**config.mk**
```make
export PLATFORM = sky130hd
export DESIGN_NAME = down_counter_timer
export DESIGN_NICKNAME = d
export VERILOG_FILES = /design/src/rtl/down_counter_timer_pkg.sv /design/src/rtl/down_counter_timer.sv
export SDC_FILE = /design/constraint.sdc
export NUM_CORES = 1
export LEC_CHECK = 0
export ABC_CLOCK_PERIOD_IN_PS = 5030
export BUFFER_PORTS_ARGS = -buffer_cell sky130_fd_sc_hd__buf_4
export CORE_AREA = 2 2 39 41
export CTS_CLUSTER_DIAMETER = 30
export DETAILED_ROUTE_END_ITERATION = 12
export DIE_AREA = 0 0 41 43
export HOLD_SLACK_MARGIN = 0.05
export PLACE_DENSITY_LB_ADDON = 0.1
export SYNTH_ARGS = -nofsm -noshare
export SYNTH_HDL_FRONTEND = slang
export SYNTH_SLANG_ARGS = --single-unit
```
**constraint.sdc**
```tcl
create_clock -name clock -period 5.03 [get_ports clock]
set_input_delay 0.2515 -clock clock [delete_from_list [all_inputs] [get_ports clock]]
set_output_delay 0.2515 -clock clock [all_outputs]
set_load 0.02 [all_outputs]
```
**src/rtl/down_counter_timer_pkg.sv**
```systemverilog
// Shared definitions for the loadable down-counter/timer: state encoding and state type.
package down_counter_timer_pkg;

    localparam logic [1:0] ST_IDLE    = 2'd0;
    localparam logic [1:0] ST_RUN     = 2'd1;
    localparam logic [1:0] ST_EXPIRED = 2'd2;

    typedef enum logic [1:0] {
        S_IDLE    = ST_IDLE,
        S_RUN     = ST_RUN,
        S_EXPIRED = ST_EXPIRED
    } state_t;

endpackage

```
**src/rtl/down_counter_timer.sv**
```systemverilog
// Loadable down-counter/timer with terminal-count pulse and optional auto-reload,
// used for interframe-gap, backoff and timeout timing.
module down_counter_timer
    import down_counter_timer_pkg::*;
#(
    parameter int WIDTH = 4
) (
    input  logic             clock,
    input  logic             reset,
    input  logic             enable,
    input  logic             load,
    input  logic [WIDTH-1:0] load_value,
    input  logic             auto_reload,
    output logic [WIDTH-1:0] counter_out,
    output logic             busy,
    output logic             zero,
    output logic             tc_pulse
);

    state_t           state_q, state_d;
    logic [WIDTH-1:0] count_q, count_d;
    logic [WIDTH-1:0] reload_q, reload_d;
    logic             tc_q, tc_d;

    // Next-state logic: load beats everything (including a coincident expiry),
    // and tc only rises on the single cycle that follows an expiry edge.
    always_comb begin
        state_d  = state_q;
        count_d  = count_q;
        reload_d = reload_q;
        tc_d     = 1'b0;
        if (load) begin
            count_d  = load_value;
            reload_d = load_value;
            state_d  = (load_value != '0) ? S_RUN : S_EXPIRED;
        end else begin
            case (state_q)
                S_IDLE, S_EXPIRED: begin
                    state_d = state_q;
                end
                S_RUN: begin
                    if (enable) begin
                        if (count_q > WIDTH'(1)) begin
                            count_d = count_q - WIDTH'(1);
                        end else if (count_q == WIDTH'(1)) begin
                            tc_d = 1'b1;
                            if (auto_reload) begin
                                count_d = reload_q;
                            end else begin
                                count_d = '0;
                                state_d = S_EXPIRED;
                            end
                        end else begin
                            // A zero count while running cannot time out again.
                            state_d = S_EXPIRED;
                        end
                    end
                end
                default: begin
                    state_d = S_IDLE;
                    count_d = '0;
                end
            endcase
        end
    end

    always_ff @(posedge clock) begin
        if (reset) begin
            state_q  <= S_IDLE;
            count_q  <= '0;
            reload_q <= '0;
            tc_q     <= 1'b0;
        end else begin
            state_q  <= state_d;
            count_q  <= count_d;
            reload_q <= reload_d;
            tc_q     <= tc_d;
        end
    end

    assign counter_out = count_q;
    assign busy        = (state_q == S_RUN);
    assign zero        = (count_q == '0);
    assign tc_pulse    = tc_q;

endmodule
```
==> results.toml <==
[floorplanning]
die_w_um = 41
io_pins = 16
core_area_um2 = 1384
num_rows = 14
die-height_um = 43
start_util_pct = 46.75
dieArea_um2 = 1763

[logic_synthesis]
yosysSeqAreaShare_pct = 34.04
ys_top_cells_by_area = "dfxtp_1 34%, nand2_1 7.5%, ha_1 5.8%, a21oi_1 5.4%, a311oi_1 5.4%"
synth_compound_gate_area_share_pct = 24.56
ys_async_sr_fraction_pct = 0
synth.distinct_cells = 30
synth.avg_cell_area_um2 = 8.086
synth.cell_area_um2 = 646.9
syn-num-nets = 92
synth-xor-area-share_pct = 0
synth_simple_gate_area_share_pct = 29.98
ffs_latches_synth = 11
yosysWarnings = 0
synthDominantCellAreaShare_pct = 34.04
synth_flop_cell = "dfxtp_1"
synth_commonest_cells = "13 x nand2_1, 11 x dfxtp_1, 8 x nor2_1"
synth_top_family_by_area = "simple AND/OR/NAND/NOR gates"
yosys.cell_count.top_type = "nand2_1"
synth-edff-count = 0
post_synth_mux_area_share_pct = 1.547
yosys.area_share.adder_pct = 5.803
syn-instance-count = 80
synth.largest_area_cell = "dfxtp_1"

[detailed_routing]
drt_pass1_iterations = 4
drtAntennaViolNets = 0
route.detailed.drc = 0
drt_iter0_drc = 7
route.vias.total = 615
routedWlPerCell_um = 12.81
postRouteWirelength_um = 1447
via_per_inst = 5.442

[setup_path]
setup.worst_path.start_class = "flip-flop"
end_kind = "flip-flop"
r2r-end = "counter_out[1]"
reg2reg_setup_slack_ns = 3.18
worst_r2r_path_depth = 6
crit_path_kind = "reg -> reg"
cp.required_ns = 5.20
critical_path.reg2reg.startpoint = "counter_out[0]"
critPathArrivalTime_ns = 2.02
worstPathMaxFanout = 8

[sta]
timing.final.crit_share_pct = 36.78
fmaxAchievable_mhz = 540.6
final-max-slew-violation-count = 0
rsz0062_at_grt = "no"
timing.clock.skew_ns = 0.005927
setup_tns_ns = 0
timing.max_slew.rel_slack_pct = 72.64
layout_min_cycle_time_ns = 1.850
finalHoldViolCount = 0
setup-violations-final = 0
timing_worst_slew_pin_value_ns = 0.4090

[clocking]
h_tree_depth_reported_by_cts = 1
clk_pin_slew_ns = 0.07
cts.sinks = 11
cts_hold_buf = 0
cts-resized-gates = 0
cts_root_buffer = "clkbuf_4"
cts_setup_buffers = 0
maximum_buffer_depth_of_the_clock_tree = 2
tritoncts = "yes"
worstSkewPairLatency_ns = 0.28
num_cts_buffers = 3

[placement]
placed_standard_cell_area_um2 = 764.5
place.gp.congestion = 0.8167
post-dp-hpwl_um = 1115
port_buffers = 15

[layout]
n_fill_cell = 130
num-nets-final = 110
drive_above_1_share_pct = 26.80
insertedDiodeCount = 0
stdcell_area_um2 = 790.8
areaGrowthSynthToFinish_pct = 22.24

[global_routing]
grt_start_max_net_pins = 12
vias_in_the_first_global_route = 516
antenna_violations_before_repair = 0
overflow_left_after_global_routing = 0
track_usage_pct = 19.88
global_route_wire_length_before_repair_um = 2235

[pwr]
leakagePower_nw = 0.3200
power.density_nw_per_um2 = 287.2
pwr_total_mw = 0.2271
ir_worst_vdd_uv = 153.4

[hold_path]
whs_path_depth = 3
min-delay-start = "load_value[3]"
min-delay-path-class = "in -> reg"
min_to = "reload_q[3]"

[run]
drv_cap = 0

[outcome]
status = "finished, final reports clean"
## flip-flops by register name, indices dropped and copies added (netlist names)
| register | flops |
|---|---|
| counter_out | 4 |
| tc_pulse | 1 |
| reload_q | 4 |
| state_q | 2 |
## layer usage
metal | GRT usage [%] | routed length (um) | vias up
li1 | - | - | 325
met5 | 0 | 0 | -
met1 | 24.58 | 685 | 271
met4 | 14.00 | 42 | 0
met2 | 27.81 | 656 | 14
met3 | 6.283 | 64 | 5
## layout by cell type, fill, tap and decap left out, drive strengths merged
cell and n:
nand2 13, or3b 1, dfxtp 11, nand2b 1, a22oi 1, nor3b 1
and2 1, a31o 1, clkbuf 4, inv 3, or4b 1, a311oi 4
nand3 1, nor2 8, or3 1, or2 2, o21ai 4, a21boi 1
mux2i 1, a32oi 1, nor3 2, o21bai 1, buf 15, ha 3
o311ai 1, nor2b 3, nor4 2, a21oi 7, a31oi 2
## how the worst max path moves through the flow
stage	slack (ns)	endpoint	depth (start not counted)	startpoint
global placement	3.21	counter_out[3]	6	counter_out[0]
CTS	3.16	counter_out[1]	6	counter_out[0]
floorplan	3.28	counter_out[3]	6	counter_out[0]
global route	3.01	counter_out[1]	6	counter_out[0]
finish	3.18	counter_out[1]	6	counter_out[0]
detailed placement	3.19	counter_out[1]	6	counter_out[0]
## report_power, final
part | switching, mW | total [mW] | leakage [nW] | internal (mW)
Sequential | 0.00706 | 0.101 | 0.0908 | 0.0935
Combinational | 0.0371 | 0.0666 | 0.214 | 0.0295
Clock | 0.0291 | 0.0599 | 0.0150 | 0.0308
## logic make-up (layout without fill, tap and decap cells)
family	count (synthesis)	after routing
AND/OR/NAND/NOR	37	37
multiplexers	1	1
buffers and inverters	5	22
adder cells (fa/ha/maj)	3	3
flip-flops	11	11
AO/OA/AOI/OAI	23	23
## final cells by class
type	instances	area (um^2)	share of cell area, %
sequential	11	220.2	27.85
timing repair buffer	15	112.6	14.24
multi-input combinational	64	400.4	50.63
tap	16	20.02	2.532
inverter	3	11.26	1.424
clock buffer	4	26.28	3.323
## metrics by stage
step / cells / util [%] / hold slack (ns) / worst slack [ns]
after global placement: 109 / 55.24 / 0.4496 / 3.206
after detailed placement: 109 / 55.24 / 0.4553 / 3.193
after global routing: 113 / 57.14 / 0.2283 / 3.013
final: 113 / 57.14 / 0.2309 / 3.180
after CTS: 113 / 57.14 / 0.2209 / 3.165
after floorplan: 80 / - / 0.3800 / 3.283
## worst max-delay path, cell delays in order (launching register included)
cell and delay, ns:
dfxtp_1 0.44, inv_1 0.09, ha_1 0.27, nor2b_1 0.16
a32oi_2 0.40, nor2_1 0.07, a311oi_1 0.30
No activity file was read; power rests on OpenSTA's default activity.
